### src/rtl/imem_fetch_controller.sv
// Instruction fetch sequencer: owns the PC, reads the combinational IMEM and
// buffers {PC, instruction} pairs in a 2-entry FIFO for the decode stage.
module imem_fetch_controller #(
  parameter logic [31:0] RESET_PC  = 32'h0000_0000,
  parameter int          MEM_WORDS = 128
) (
  input  logic        clock,
  input  logic        reset,
  input  logic        enable,
  output logic [31:0] address,
  input  logic [31:0] instruction,
  output logic        fetch_valid,
  input  logic        fetch_ready,
  output logic [31:0] fetch_instr,
  output logic [31:0] fetch_pc,
  input  logic        redirect,
  input  logic [31:0] redirect_target,
  output logic        halted,
  output logic        fault,
  output logic [1:0]  queue_count,
  output logic [15:0] fetched_count
);

  localparam logic [31:0] PC_LIMIT = 32'(MEM_WORDS * 4);

  typedef enum logic [1:0] {ST_FETCH, ST_HALT, ST_FAULT} state_t;

  state_t      state;
  state_t      state_next;
  logic [31:0] pc;
  logic [31:0] q1_pc;
  logic [31:0] q1_instr;
  logic [31:0] target_pc;
  logic        redirect_eff;
  logic        pc_legal;
  logic        target_legal;
  logic        halt_word;
  logic        pop;
  logic        push;

  assign address = pc;

  // Redirect is dead once faulted, so it neither flushes nor blocks pops there.
  always_comb begin
    redirect_eff = redirect && (state != ST_FAULT);
    target_pc    = {redirect_target[31:2], 2'b00};
    pc_legal     = pc < PC_LIMIT;
    target_legal = target_pc < PC_LIMIT;
    halt_word    = ((instruction[31:26] == 6'b000100) || (instruction[31:26] == 6'b000101))
                   && (instruction[15:0] == 16'hFFFF);
    pop          = fetch_valid && fetch_ready && !redirect_eff;
    push         = (state == ST_FETCH) && enable && !redirect_eff && pc_legal
                   && ((queue_count != 2'd2) || pop);
  end

  always_comb begin
    state_next = state;
    if (redirect_eff)
      state_next = target_legal ? ST_FETCH : ST_FAULT;
    else if ((state == ST_FETCH) && enable && !pc_legal)
      state_next = ST_FAULT;
    else if (push && halt_word)
      state_next = ST_HALT;
  end

  always_ff @(posedge clock or posedge reset) begin
    if (reset) begin
      state         <= ST_FETCH;
      pc            <= RESET_PC;
      halted        <= 1'b0;
      fault         <= 1'b0;
      fetched_count <= 16'h0000;
    end else begin
      state  <= state_next;
      halted <= (state_next == ST_HALT);
      fault  <= (state_next == ST_FAULT);
      if (redirect_eff)
        pc <= target_pc;
      else if (push)
        pc <= pc + 32'd4;
      if (push && (fetched_count != 16'hFFFF))
        fetched_count <= fetched_count + 16'd1;
    end
  end

  // Head lives in the output registers; the second entry sits behind it in q1.
  always_ff @(posedge clock or posedge reset) begin
    if (reset) begin
      fetch_valid <= 1'b0;
      fetch_instr <= 32'h0;
      fetch_pc    <= 32'h0;
      q1_pc       <= 32'h0;
      q1_instr    <= 32'h0;
      queue_count <= 2'd0;
    end else if (redirect_eff) begin
      fetch_valid <= 1'b0;
      queue_count <= 2'd0;
    end else begin
      case ({push, pop})
        2'b10: begin
          if (queue_count == 2'd0) begin
            fetch_pc    <= pc;
            fetch_instr <= instruction;
            fetch_valid <= 1'b1;
          end else begin
            q1_pc    <= pc;
            q1_instr <= instruction;
          end
          queue_count <= queue_count + 2'd1;
        end
        2'b01: begin
          fetch_pc    <= q1_pc;
          fetch_instr <= q1_instr;
          fetch_valid <= (queue_count == 2'd2);
          queue_count <= queue_count - 2'd1;
        end
        2'b11: begin
          if (queue_count == 2'd1) begin
            fetch_pc    <= pc;
            fetch_instr <= instruction;
          end else begin
            fetch_pc    <= q1_pc;
            fetch_instr <= q1_instr;
            q1_pc       <= pc;
            q1_instr    <= instruction;
          end
        end
        default: begin
        end
      endcase
    end
  end

endmodule

### config.mk
export PLATFORM = sky130hd
export DESIGN_NAME = imem_fetch_controller
export DESIGN_NICKNAME = d
export VERILOG_FILES = /design/src/rtl/imem_fetch_controller.sv
export SDC_FILE = /design/constraint.sdc
export NUM_CORES = 1
export LEC_CHECK = 0
export CORE_ASPECT_RATIO = 2
export CORE_MARGIN = 2
export CORE_UTILIZATION = 45
export CTS_CLUSTER_SIZE = 16
export DETAILED_ROUTE_END_ITERATION = 12
export HOLD_SLACK_MARGIN = 0.1
export PLACE_DENSITY = 0.77
export SYNTH_ARGS = -nofsm -noshare
export SYNTH_HDL_FRONTEND = slang
export SYNTH_SLANG_ARGS = --single-unit
### constraint.sdc
create_clock -name clock -period 5.65 [get_ports clock]
set_clock_uncertainty 0.05 [all_clocks]
set_input_delay 0.565 -clock clock [delete_from_list [all_inputs] [get_ports clock]]
set_output_delay 0.565 -clock clock [all_outputs]
set_load 0.05 [all_outputs]
==> results of run 1 <==
## worst max-delay path, cell delays in order
cell and delay (ps):
sky130_fd_sc_hd__clkdlybuf4s50_1 560, sky130_fd_sc_hd__nand2_1 110, sky130_fd_sc_hd__a21o_1 160, sky130_fd_sc_hd__buf_4 260
sky130_fd_sc_hd__nor3b_1 230, sky130_fd_sc_hd__o21ai_4 820, sky130_fd_sc_hd__buf_4 470, sky130_fd_sc_hd__mux2_2 390
## flip-flops by register name, indices dropped and copies added (netlist names), 2 cells and up
name	count
fetch_instr	32
q1_instr	32
fetch_pc	31
address	30
q1_pc	30
fetched_count	16
queue_count	2
state	2
## layer usage
metal | up-vias | track usage (%) | wire length, µm
li1 | 2587 | - | -
met2 | 202 | 38.9 | 10800
met4 | 0 | 11.8 | 790
met3 | 43 | 5.12 | 992
met5 | - | 0 | 0
met1 | 2912 | 26.1 | 7350
## placed cells by master, fill, tap and decap left out, types with 8 or more instances in the layout
cell,netlist,layout
sky130_fd_sc_hd__o221a_1,26,26
sky130_fd_sc_hd__o221a_2,36,36
sky130_fd_sc_hd__clkbuf_16,0,17
sky130_fd_sc_hd__or3_1,39,39
sky130_fd_sc_hd__dfrtp_1,178,178
sky130_fd_sc_hd__nor2_1,8,8
sky130_fd_sc_hd__nand3_1,11,11
sky130_fd_sc_hd__and2_1,25,25
sky130_fd_sc_hd__clkdlybuf4s50_1,0,181
sky130_fd_sc_hd__nand2_1,85,84
sky130_fd_sc_hd__nand4_1,9,9
sky130_fd_sc_hd__xnor2_1,11,11
sky130_fd_sc_hd__nor3_1,8,8
sky130_fd_sc_hd__mux2_2,41,41
## area by class of cell
cell class,instances,area (µm²)
Tap cell,207,259
Inverter,5,23.8
Sequential cell,178,4450
Timing Repair Buffer,185,1840
Fill cell,1340,6550
Multi-Input combinational cell,390,2960
Antenna cell,1,2.50
Clock inverter,8,103
Clock buffer,23,488
## through the flow
step	instances	hold slack, ps	utilization, %	worst slack, ps
after floorplan	615	404	-	205
after global placement	965	416	57.2	2010
after detailed placement	965	422	57.2	1870
after CTS	996	440	60.7	2310
after global routing	997	450	60.7	2200
final	997	437	60.7	2320
## how the worst max path moves through the flow
| stage | start | endpoint |
|---|---|---|
| after floorplan | reset | address[10] |
| after global placement | fetch_ready | q1_instr[23] |
| after detailed placement | fetch_ready | q1_instr[11] |
| after CTS | fetch_ready | q1_instr[20] |
| after global routing | fetch_ready | q1_instr[20] |
| final | fetch_ready | q1_instr[20] |
## power groups by stage
stage	logic, mW	registers, mW	clock network (mW)
floorplan	0.0768	1.42	0
global placement	0.254	1.36	0
detailed placement	0.261	1.36	0
CTS	0.263	1.34	1.20
global route	0.277	1.34	1.25
finish	0.259	1.34	1.18
## logic make-up (layout without fill, tap and decap cells)
| group | after synthesis | in the layout | synth area share, % |
|---|---|---|---|
| AND/OR/NAND/NOR | 229 | 229 | 17.0 |
| multiplexers | 46 | 46 | 6.71 |
| XOR/XNOR | 14 | 14 | 1.60 |
| adder cells (fa/ha/maj) | 5 | 5 | 0.816 |
| other | 1 | 3 | 0.0489 |
| buffers and inverters | 47 | 221 | 3.43 |
| flip-flops | 178 | 178 | 58.1 |
| AO/OA/AOI/OAI | 94 | 94 | 12.3 |
==> flow_results.xml, run 1 <==
<?xml version="1.0" encoding="UTF-8"?>
<metrics>
  <group name="detailed_routing">
    <metric name="detailedRoute.firstIterationViolations" unit="">233</metric>
    <metric name="postRouteAntennaNets" unit="">0</metric>
    <metric name="drt_pre_antenna_iters" unit="">7</metric>
    <metric name="viasPerCell" unit="">5.76</metric>
    <metric name="detail_route.wl_per_cell" unit="µm">20.0</metric>
    <metric name="drc" unit="">0</metric>
    <metric name="finalWirelength" unit="mm">19.9</metric>
    <metric name="vias" unit="">5744</metric>
  </group>
  <group name="worst_hold_path">
    <metric name="min_path_cells" unit="">1</metric>
    <metric name="hold_class" unit="">flop to flop</metric>
    <metric name="min_from" unit="">q1_pc[25]</metric>
    <metric name="whs_endpoint" unit="">q1_pc[25]</metric>
  </group>
  <group name="clocking">
    <metric name="holdBufCountCts" unit="">0</metric>
    <metric name="cts_tree" unit="">built</metric>
    <metric name="clock_transition_at_the_register_clock_pins_on_the_worst_setup_and_hold_paths_after_cts" unit="ps">60</metric>
    <metric name="cts.repair_timing.setup_buffer_count" unit="">0</metric>
    <metric name="cts_sinks" unit="">178</metric>
    <metric name="htree_levels" unit="">4</metric>
    <metric name="cts.path.max_buffers" unit="">2</metric>
    <metric name="post_cts.resized_instances" unit="">0</metric>
    <metric name="numCtsBuffers" unit="">17</metric>
    <metric name="clkLatencyLatePin" unit="ps">430</metric>
    <metric name="cts_root_buffer" unit="">sky130_fd_sc_hd__clkbuf_16</metric>
  </group>
  <group name="timing">
    <metric name="final_max_slew_viol_count" unit="">0</metric>
    <metric name="finalHoldViolCount" unit="">0</metric>
    <metric name="worst_slew_margin_rel" unit="%">11.2</metric>
    <metric name="rsz0062_at_grt" unit="">no</metric>
    <metric name="final_period_minus_worst_setup_slack" unit="ps">3330</metric>
    <metric name="timing.final.crit_share" unit="%">59.0</metric>
    <metric name="number_of_setup_violations_in_the_final_report" unit="">0</metric>
    <metric name="timing.setup.tns" unit="ps">0</metric>
    <metric name="max_slew.worst_pin.slew" unit="ps">1330</metric>
    <metric name="fmax" unit="GHz">0.300</metric>
  </group>
  <group name="grt">
    <metric name="grt_overflow_total" unit="">0</metric>
    <metric name="antenna_violations_before_repair" unit="">1</metric>
    <metric name="track_usage" unit="%">22.9</metric>
    <metric name="grt_start_max_net_pins" unit="">91</metric>
    <metric name="grt_first_pass_wirelength" unit="mm">31.9</metric>
    <metric name="first_global_vias" unit="">6104</metric>
  </group>
  <group name="finish">
    <metric name="layout-area-overhead-vs-synth" unit="%">32.2</metric>
    <metric name="drive_above_1_share" unit="%">16.6</metric>
    <metric name="post_layout_net_count" unit="">851</metric>
    <metric name="final_design_area_no_fill" unit="mm²">0.0101</metric>
  </group>
  <group name="worst_setup_path">
    <metric name="r2r-end" unit="">q1_instr[20]</metric>
    <metric name="worst-r2r-setup-slack" unit="ps">2430</metric>
    <metric name="end_kind" unit="">flop</metric>
    <metric name="timing.critical_path.fanout_max" unit="">46</metric>
    <metric name="r2r_start" unit="">state[0]</metric>
    <metric name="ff2ff_path_depth" unit="">7</metric>
    <metric name="critical_path_required" unit="ps">5900</metric>
    <metric name="timing.critical_path.arrival" unit="ps">3580</metric>
    <metric name="worstSetupPathType" unit="">input port to flop</metric>
    <metric name="timing.critical_path.from_type" unit="">input port</metric>
  </group>
  <group name="power">
    <metric name="switchingPower" unit="mW">0.663</metric>
    <metric name="power.share.sequential" unit="%">48.3</metric>
    <metric name="p_int" unit="mW">2.11</metric>
    <metric name="power_frac_clock" unit="%">42.4</metric>
    <metric name="total_power" unit="mW">2.77</metric>
    <metric name="combPwrFrac" unit="%">9.3</metric>
    <metric name="power_density" unit="mW/mm²">274</metric>
    <metric name="vdd.ir_drop.worst" unit="mV">0.201</metric>
    <metric name="p_sw_share" unit="%">23.9</metric>
    <metric name="cellLeakagePower" unit="nW">4.48</metric>
  </group>
  <group name="die">
    <metric name="rows" unit="">67</metric>
    <metric name="floorplan.initialDensity" unit="%">45.9</metric>
    <metric name="die_area" unit="mm²">0.0182</metric>
    <metric name="core_region_area" unit="mm²">0.0167</metric>
    <metric name="floorplan.die.width" unit="µm">96.3</metric>
    <metric name="chipHeight" unit="µm">189</metric>
    <metric name="design.portCount" unit="">186</metric>
  </group>
  <group name="synth">
    <metric name="synth_seq_cells" unit="">178</metric>
    <metric name="asyncSetResetFlopFracSynth" unit="%">100</metric>
    <metric name="yosys-top-cells-area" unit="">sky130_fd_sc_hd__dfrtp_1 (58%), sky130_fd_sc_hd__mux2_2 (6.0%), sky130_fd_sc_hd__o221a_2 (5.3%)</metric>
    <metric name="syn_inst" unit="">614</metric>
    <metric name="synth-seq-area-share" unit="%">58.1</metric>
    <metric name="synth_enable_flop_cells" unit="">0</metric>
    <metric name="yosysTopAreaCell" unit="">sky130_fd_sc_hd__dfrtp_1</metric>
    <metric name="synth_commonest_cells" unit="">sky130_fd_sc_hd__dfrtp_1 (178), sky130_fd_sc_hd__nand2_1 (85), sky130_fd_sc_hd__mux2_2 (41)</metric>
    <metric name="average_footprint_of_a_synthesized_cell" unit="µm²">12.5</metric>
    <metric name="yosys_warnings" unit="">0</metric>
    <metric name="most_used_flip_flop_cell_after_synthesis" unit="">sky130_fd_sc_hd__dfrtp_1</metric>
    <metric name="proportion_of_netlist_area_held_by_the_largest_area_contributor" unit="%">58.1</metric>
    <metric name="synth.distinct_cells" unit="">58</metric>
    <metric name="synth.most_common_cell" unit="">sky130_fd_sc_hd__dfrtp_1</metric>
    <metric name="mappedNetlistArea" unit="mm²">0.00766</metric>
  </group>
  <group name="placed_design">
    <metric name="io_buffer_count" unit="">181</metric>
    <metric name="gp_congestion" unit="">0.827</metric>
    <metric name="hpwl" unit="mm">13.7</metric>
    <metric name="detailed_place.area" unit="mm²">0.00954</metric>
  </group>
  <group name="run_status">
    <metric name="outcome" unit="">complete, no violations</metric>
  </group>
  <group name="flow_run">
    <metric name="maxCapViolations" unit="">0</metric>
  </group>
</metrics>
Power figures use the tool's default switching activity.
==> inputs of run 2 (changes only) <==
- CORE_UTILIZATION: 45 -> 50
- PLACE_DENSITY: 0.77 -> 0.81
- clock period: 5.65 -> 3.4 ns (I/O delays scaled with it)
==> flow_results.xml, run 2 (synthesized netlist as in run 1, its figures left out) <==
<?xml version="1.0" encoding="UTF-8"?>
<metrics>
  <group name="detailed_routing">
    <metric name="detailroute.wirelength.met2" unit="mm">8.61</metric>
    <metric name="postRouteAntennaNets" unit="">0</metric>
    <metric name="finalWirelength" unit="mm">18.0</metric>
    <metric name="vias" unit="">5615</metric>
    <metric name="drt_pre_antenna_iters" unit="">5</metric>
    <metric name="drc" unit="">0</metric>
    <metric name="route.top_layer_used" unit="">met4</metric>
    <metric name="detailedRoute.firstIterationViolations" unit="">420</metric>
    <metric name="viasPerCell" unit="">5.64</metric>
    <metric name="detail_route.wl_per_cell" unit="µm">18.1</metric>
    <metric name="drt-met1-wl" unit="mm">7.83</metric>
    <metric name="met3WireLength" unit="mm">1.23</metric>
  </group>
  <group name="clocking">
    <metric name="htree_levels" unit="">4</metric>
    <metric name="cts_sinks" unit="">178</metric>
    <metric name="post_cts.resized_instances" unit="">0</metric>
    <metric name="clkLatencyLatePin" unit="ps">420</metric>
    <metric name="cts.path.max_buffers" unit="">2</metric>
    <metric name="cts.repair_timing.setup_buffer_count" unit="">0</metric>
    <metric name="holdBufCountCts" unit="">0</metric>
    <metric name="numCtsBuffers" unit="">17</metric>
    <metric name="clock_transition_at_the_register_clock_pins_on_the_worst_setup_and_hold_paths_after_cts" unit="ps">70</metric>
    <metric name="cts_tree" unit="">built</metric>
    <metric name="cts_root_buffer" unit="">sky130_fd_sc_hd__clkbuf_16</metric>
  </group>
  <group name="timing">
    <metric name="timing.hold.ws" unit="ps">424</metric>
    <metric name="postLayoutSetupSlackWorst" unit="ps">487</metric>
    <metric name="worst_slew_margin_rel" unit="%">21.6</metric>
    <metric name="number_of_setup_violations_in_the_final_report" unit="">0</metric>
    <metric name="finalHoldViolCount" unit="">0</metric>
    <metric name="final_max_slew_viol_count" unit="">0</metric>
    <metric name="rsz0062_at_grt" unit="">no</metric>
    <metric name="timing.final.crit_share" unit="%">85.7</metric>
    <metric name="max_slew.worst_pin.slew" unit="ps">1170</metric>
    <metric name="fmax" unit="GHz">0.343</metric>
    <metric name="final_period_minus_worst_setup_slack" unit="ps">2910</metric>
    <metric name="timing.setup.tns" unit="ps">0</metric>
  </group>
  <group name="power">
    <metric name="power_density" unit="mW/mm²">445</metric>
    <metric name="power_frac_clock" unit="%">41.5</metric>
    <metric name="cellLeakagePower" unit="nW">4.50</metric>
    <metric name="vdd.ir_drop.worst" unit="mV">0.368</metric>
    <metric name="power.share.sequential" unit="%">49.0</metric>
    <metric name="p_sw_share" unit="%">26.7</metric>
    <metric name="combPwrFrac" unit="%">9.4</metric>
    <metric name="p_int" unit="mW">3.32</metric>
    <metric name="switchingPower" unit="mW">1.21</metric>
    <metric name="total_power" unit="mW">4.53</metric>
  </group>
  <group name="finish">
    <metric name="stdcell_count" unit="">995</metric>
    <metric name="final_design_area_no_fill" unit="mm²">0.0102</metric>
    <metric name="mostFrequentLayoutCells" unit="">sky130_fd_sc_hd__clkdlybuf4s50_1 (181), sky130_fd_sc_hd__dfrtp_1 (178), sky130_fd_sc_hd__nand2_1 (84)</metric>
    <metric name="reg_top3" unit="">fetch_instr (32), q1_instr (32), fetch_pc (31)</metric>
    <metric name="layout-area-overhead-vs-synth" unit="%">32.8</metric>
    <metric name="layout.cells.most_common" unit="">sky130_fd_sc_hd__clkdlybuf4s50_1</metric>
    <metric name="final_util" unit="%">67.3</metric>
    <metric name="antenna_cells" unit="">0</metric>
    <metric name="drive_above_1_share" unit="%">17.7</metric>
    <metric name="post_layout_net_count" unit="">858</metric>
  </group>
  <group name="placed_design">
    <metric name="hpwl" unit="mm">11.9</metric>
    <metric name="post-place-cells" unit="">963</metric>
    <metric name="gp_congestion" unit="">0.811</metric>
    <metric name="detailed_place.area" unit="mm²">0.00962</metric>
    <metric name="pre_cts_ws" unit="ps">177</metric>
    <metric name="io_buffer_count" unit="">181</metric>
  </group>
  <group name="worst_setup_path">
    <metric name="timing.critical_path.arrival" unit="ps">3160</metric>
    <metric name="worst-r2r-setup-slack" unit="ps">490</metric>
    <metric name="end_kind" unit="">flop</metric>
    <metric name="timing.critical_path.from_type" unit="">flop</metric>
    <metric name="critical_path_required" unit="ps">3650</metric>
    <metric name="worstSetupPathType" unit="">flop to flop</metric>
    <metric name="ff2ff_path_depth" unit="">6</metric>
    <metric name="r2r_start" unit="">queue_count[0]</metric>
    <metric name="timing.critical_path.fanout_max" unit="">46</metric>
    <metric name="r2r-end" unit="">q1_instr[18]</metric>
  </group>
  <group name="flow_run">
    <metric name="maxCapViolations" unit="">0</metric>
  </group>
  <group name="worst_hold_path">
    <metric name="min_path_cells" unit="">3</metric>
    <metric name="whs_endpoint" unit="">address[24]</metric>
    <metric name="hold_class" unit="">input port to flop</metric>
    <metric name="min_from" unit="">redirect_target[24]</metric>
  </group>
  <group name="die">
    <metric name="floorplan.die.width" unit="µm">91.6</metric>
    <metric name="rows" unit="">64</metric>
    <metric name="chipHeight" unit="µm">179</metric>
    <metric name="floorplan.initialDensity" unit="%">50.6</metric>
    <metric name="core_region_area" unit="mm²">0.0151</metric>
    <metric name="die_area" unit="mm²">0.0164</metric>
    <metric name="design.portCount" unit="">186</metric>
  </group>
  <group name="grt">
    <metric name="antenna_violations_before_repair" unit="">0</metric>
    <metric name="grt_first_pass_wirelength" unit="mm">29.5</metric>
    <metric name="grt_overflow_total" unit="">0</metric>
    <metric name="grt_start_max_net_pins" unit="">179</metric>
    <metric name="track_usage" unit="%">22.7</metric>
    <metric name="first_global_vias" unit="">5665</metric>
  </group>
  <group name="run_status">
    <metric name="outcome" unit="">complete, no violations</metric>
  </group>
</metrics>
[run 2: layout make-up]
cell class,instances,area (µm²)
Clock buffer,17,425
Sequential cell,178,4450
Tap cell,198,248
Timing Repair Buffer,192,1930
Inverter,5,22.5
Fill cell,1131,4950
Clock inverter,15,139
Multi-Input combinational cell,390,2960
[run 2: critical path: stages, from the launching register on]
cell	delay, ps
sky130_fd_sc_hd__dfrtp_1	400
sky130_fd_sc_hd__inv_1	120
sky130_fd_sc_hd__ha_1	360
sky130_fd_sc_hd__nor3b_1	140
sky130_fd_sc_hd__o21ai_4	910
sky130_fd_sc_hd__buf_4	410
sky130_fd_sc_hd__mux2_2	370
[run 2: worst max path at each step]
stage	startpoint	endpoint	slack, ps	cells after the start
floorplan	reset	address[10]	730	1
global placement	fetch_ready	q1_instr[24]	230	7
detailed placement	fetch_ready	q1_instr[14]	180	7
CTS	state[0]	q1_instr[22]	460	6
global route	queue_count[0]	q1_instr[18]	260	6
finish	queue_count[0]	q1_instr[18]	490	6
[run 2: metal layers]
| layer | vias up | GRT usage, % |
|---|---|---|
| met5 | - | 0 |
| met1 | 2800 | 30.8 |
| met4 | 0 | 8.46 |
| met2 | 183 | 35.3 |
| li1 | 2613 | - |
| met3 | 19 | 5.80 |
[run 2: power groups by stage]
stage	sequential (mW)	clock [mW]	combinational, mW
floorplan	2.36	0	0.128
global placement	2.26	0	0.424
detailed placement	2.26	0	0.429
CTS	2.22	1.91	0.432
global route	2.23	2.00	0.458
finish	2.22	1.88	0.427
==> inputs of run 3 (changes only) <==
- CORE_UTILIZATION: 50 -> 35
- CTS_BUF_LIST: unset -> sky130_fd_sc_hd__clkbuf_8
- PLACE_DENSITY: 0.81 -> unset
==> flow_results.xml, run 3 (synthesized netlist as in run 1, its figures left out) <==
<?xml version="1.0" encoding="UTF-8"?>
<metrics>
  <group name="run_status">
    <metric name="outcome" unit="">complete, no violations</metric>
  </group>
  <group name="timing">
    <metric name="rsz0062_at_grt" unit="">no</metric>
    <metric name="finalHoldViolCount" unit="">0</metric>
    <metric name="fmax" unit="GHz">0.406</metric>
    <metric name="number_of_setup_violations_in_the_final_report" unit="">0</metric>
    <metric name="timing.setup.tns" unit="ps">0</metric>
    <metric name="postLayoutSetupSlackWorst" unit="ps">940</metric>
    <metric name="max_slew.worst_pin.slew" unit="ps">623</metric>
    <metric name="final_max_slew_viol_count" unit="">0</metric>
    <metric name="worst_slew_margin_rel" unit="%">58.1</metric>
    <metric name="final_period_minus_worst_setup_slack" unit="ps">2460</metric>
    <metric name="timing.final.crit_share" unit="%">72.4</metric>
  </group>
  <group name="power">
    <metric name="p_sw_share" unit="%">25.8</metric>
    <metric name="power.share.sequential" unit="%">53.4</metric>
    <metric name="p_int" unit="mW">3.09</metric>
    <metric name="cellLeakagePower" unit="nW">4.45</metric>
    <metric name="power_density" unit="mW/mm²">410</metric>
    <metric name="total_power" unit="mW">4.16</metric>
    <metric name="power_frac_clock" unit="%">36.2</metric>
    <metric name="combPwrFrac" unit="%">10.4</metric>
    <metric name="switchingPower" unit="mW">1.07</metric>
    <metric name="vdd.ir_drop.worst" unit="mV">0.200</metric>
  </group>
  <group name="worst_setup_path">
    <metric name="worst-r2r-setup-slack" unit="ps">940</metric>
    <metric name="critical_path_required" unit="ps">3750</metric>
    <metric name="r2r_start" unit="">state[0]</metric>
    <metric name="worstSetupPathType" unit="">flop to flop</metric>
    <metric name="timing.critical_path.from_type" unit="">flop</metric>
    <metric name="timing.critical_path.fanout_max" unit="">61</metric>
    <metric name="slowest_stage" unit="">sky130_fd_sc_hd__dfrtp_1</metric>
    <metric name="worst_setup_path_startpoint" unit="">state[0]</metric>
    <metric name="max_stage_delay" unit="ps">450</metric>
    <metric name="timing.critical_path.cells" unit="">nand2b_1, a21o_1, buf_4, mux2_2, nand2_2, buf_12, o221a_2</metric>
    <metric name="timing.critical_path.arrival" unit="ps">2810</metric>
    <metric name="end_kind" unit="">flop</metric>
    <metric name="ff2ff_path_depth" unit="">7</metric>
  </group>
  <group name="finish">
    <metric name="post_layout_net_count" unit="">859</metric>
    <metric name="layout.filler_cells" unit="">2014</metric>
    <metric name="reg_top3" unit="">fetch_instr (32), q1_instr (32), fetch_pc (31)</metric>
    <metric name="mostFrequentLayoutCells" unit="">sky130_fd_sc_hd__clkdlybuf4s50_1 (181), sky130_fd_sc_hd__dfrtp_1 (178), sky130_fd_sc_hd__nand2_1 (84)</metric>
    <metric name="stdcell_count" unit="">1073</metric>
    <metric name="drive_above_1_share" unit="%">17.8</metric>
    <metric name="layout.cells.most_common" unit="">sky130_fd_sc_hd__clkdlybuf4s50_1</metric>
    <metric name="layout-area-overhead-vs-synth" unit="%">32.5</metric>
  </group>
  <group name="detailed_routing">
    <metric name="drt_pre_antenna_iters" unit="">4</metric>
    <metric name="postRouteAntennaNets" unit="">0</metric>
    <metric name="detailroute.wirelength.met2" unit="mm">11.0</metric>
    <metric name="vias" unit="">5720</metric>
    <metric name="detail_route.wl_per_cell" unit="µm">19.0</metric>
    <metric name="drc" unit="">0</metric>
    <metric name="met3WireLength" unit="mm">1.01</metric>
    <metric name="finalWirelength" unit="mm">20.3</metric>
    <metric name="drt-met1-wl" unit="mm">7.76</metric>
    <metric name="route.top_layer_used" unit="">met4</metric>
    <metric name="detailedRoute.firstIterationViolations" unit="">269</metric>
    <metric name="viasPerCell" unit="">5.33</metric>
  </group>
  <group name="die">
    <metric name="die_area" unit="mm²">0.0232</metric>
    <metric name="design.portCount" unit="">186</metric>
    <metric name="chipHeight" unit="µm">213</metric>
    <metric name="rows" unit="">76</metric>
    <metric name="floorplan.initialDensity" unit="%">35.7</metric>
    <metric name="core_region_area" unit="mm²">0.0215</metric>
    <metric name="floorplan.die.width" unit="µm">109</metric>
  </group>
  <group name="flow_run">
    <metric name="maxCapViolations" unit="">0</metric>
  </group>
  <group name="clocking">
    <metric name="clkLatencyLatePin" unit="ps">460</metric>
    <metric name="htree_levels" unit="">4</metric>
    <metric name="cts_sinks" unit="">178</metric>
    <metric name="holdBufCountCts" unit="">0</metric>
    <metric name="post_cts.resized_instances" unit="">0</metric>
    <metric name="clock_transition_at_the_register_clock_pins_on_the_worst_setup_and_hold_paths_after_cts" unit="ps">90</metric>
    <metric name="cts.repair_timing.setup_buffer_count" unit="">0</metric>
    <metric name="numCtsBuffers" unit="">17</metric>
    <metric name="cts_root_buffer" unit="">sky130_fd_sc_hd__clkbuf_8</metric>
    <metric name="cts_tree" unit="">built</metric>
    <metric name="cts.path.max_buffers" unit="">2</metric>
  </group>
  <group name="placed_design">
    <metric name="hpwl" unit="mm">14.1</metric>
    <metric name="post-place-cells" unit="">1039</metric>
    <metric name="pre_cts_ws" unit="ps">631</metric>
    <metric name="io_buffer_count" unit="">181</metric>
    <metric name="gp_congestion" unit="">0.780</metric>
  </group>
  <group name="worst_hold_path">
    <metric name="hold_class" unit="">input port to async pin</metric>
  </group>
  <group name="grt">
    <metric name="grt_start_max_net_pins" unit="">92</metric>
    <metric name="grt_first_pass_wirelength" unit="mm">32.6</metric>
    <metric name="track_usage" unit="%">18.5</metric>
    <metric name="first_global_vias" unit="">6035</metric>
    <metric name="grt_overflow_total" unit="">0</metric>
    <metric name="antenna_violations_before_repair" unit="">2</metric>
  </group>
</metrics>
## run 3: final cells by class
cell class / instances / area (µm²) / area share (%)
Antenna cell: 2 / 5.00 / 0.0493
Tap cell: 273 / 342 / 3.36
Inverter: 5 / 22.5 / 0.222
Clock buffer: 18 / 248 / 2.44
Sequential cell: 178 / 4450 / 43.8
Timing Repair Buffer: 193 / 1960 / 19.3
Multi-Input combinational cell: 390 / 2960 / 29.2
Clock inverter: 14 / 163 / 1.60
## run 3: power groups by stage
stage	logic [mW]	registers, mW	clock network [mW]
finish	0.431	2.22	1.51
global route	0.461	2.23	1.66
CTS	0.438	2.22	1.56
detailed placement	0.436	2.26	0
global placement	0.428	2.26	0
floorplan	0.128	2.36	0
## run 3: layer usage
metal  global-route usage [%]  up-vias
li1                         -     2595
met1                     20.8     2919
met2                     32.3      179
met4                     7.96        0
met5                        0        -
met3                     4.91       27
## run 3: per-stage QoR
step / hold WS [ps] / instance area, µm² / utilization [%]
6_report: 320 / 10200 / 47.3
3_5_place_dp: 422 / 9740 / 45.3
4_1_cts: 332 / 10200 / 47.3
5_1_grt: 347 / 10200 / 47.3
2_1_floorplan: 395 / 7670 / -
3_3_place_gp: 418 / 9740 / 45.3
## run 3: final timing paths
| path | endpoint |
|---|---|
| min reg2reg | q1_pc[26] |
| max reg2reg | fetch_pc[29] |
| max | fetch_pc[29] |
| min | fetch_pc[31] |
| max in group asynchronous | state[1] |
| min in group clock | address[28] |
## run 3: critical path, delay by kind of cell (launching register included)
kind                   cells  cell delay (ps)
buffers and inverters      2              710
AO/OA/AOI/OAI              2              490
multiplexers               1              410
AND/OR/NAND/NOR            2              270
flip-flops                 1              450
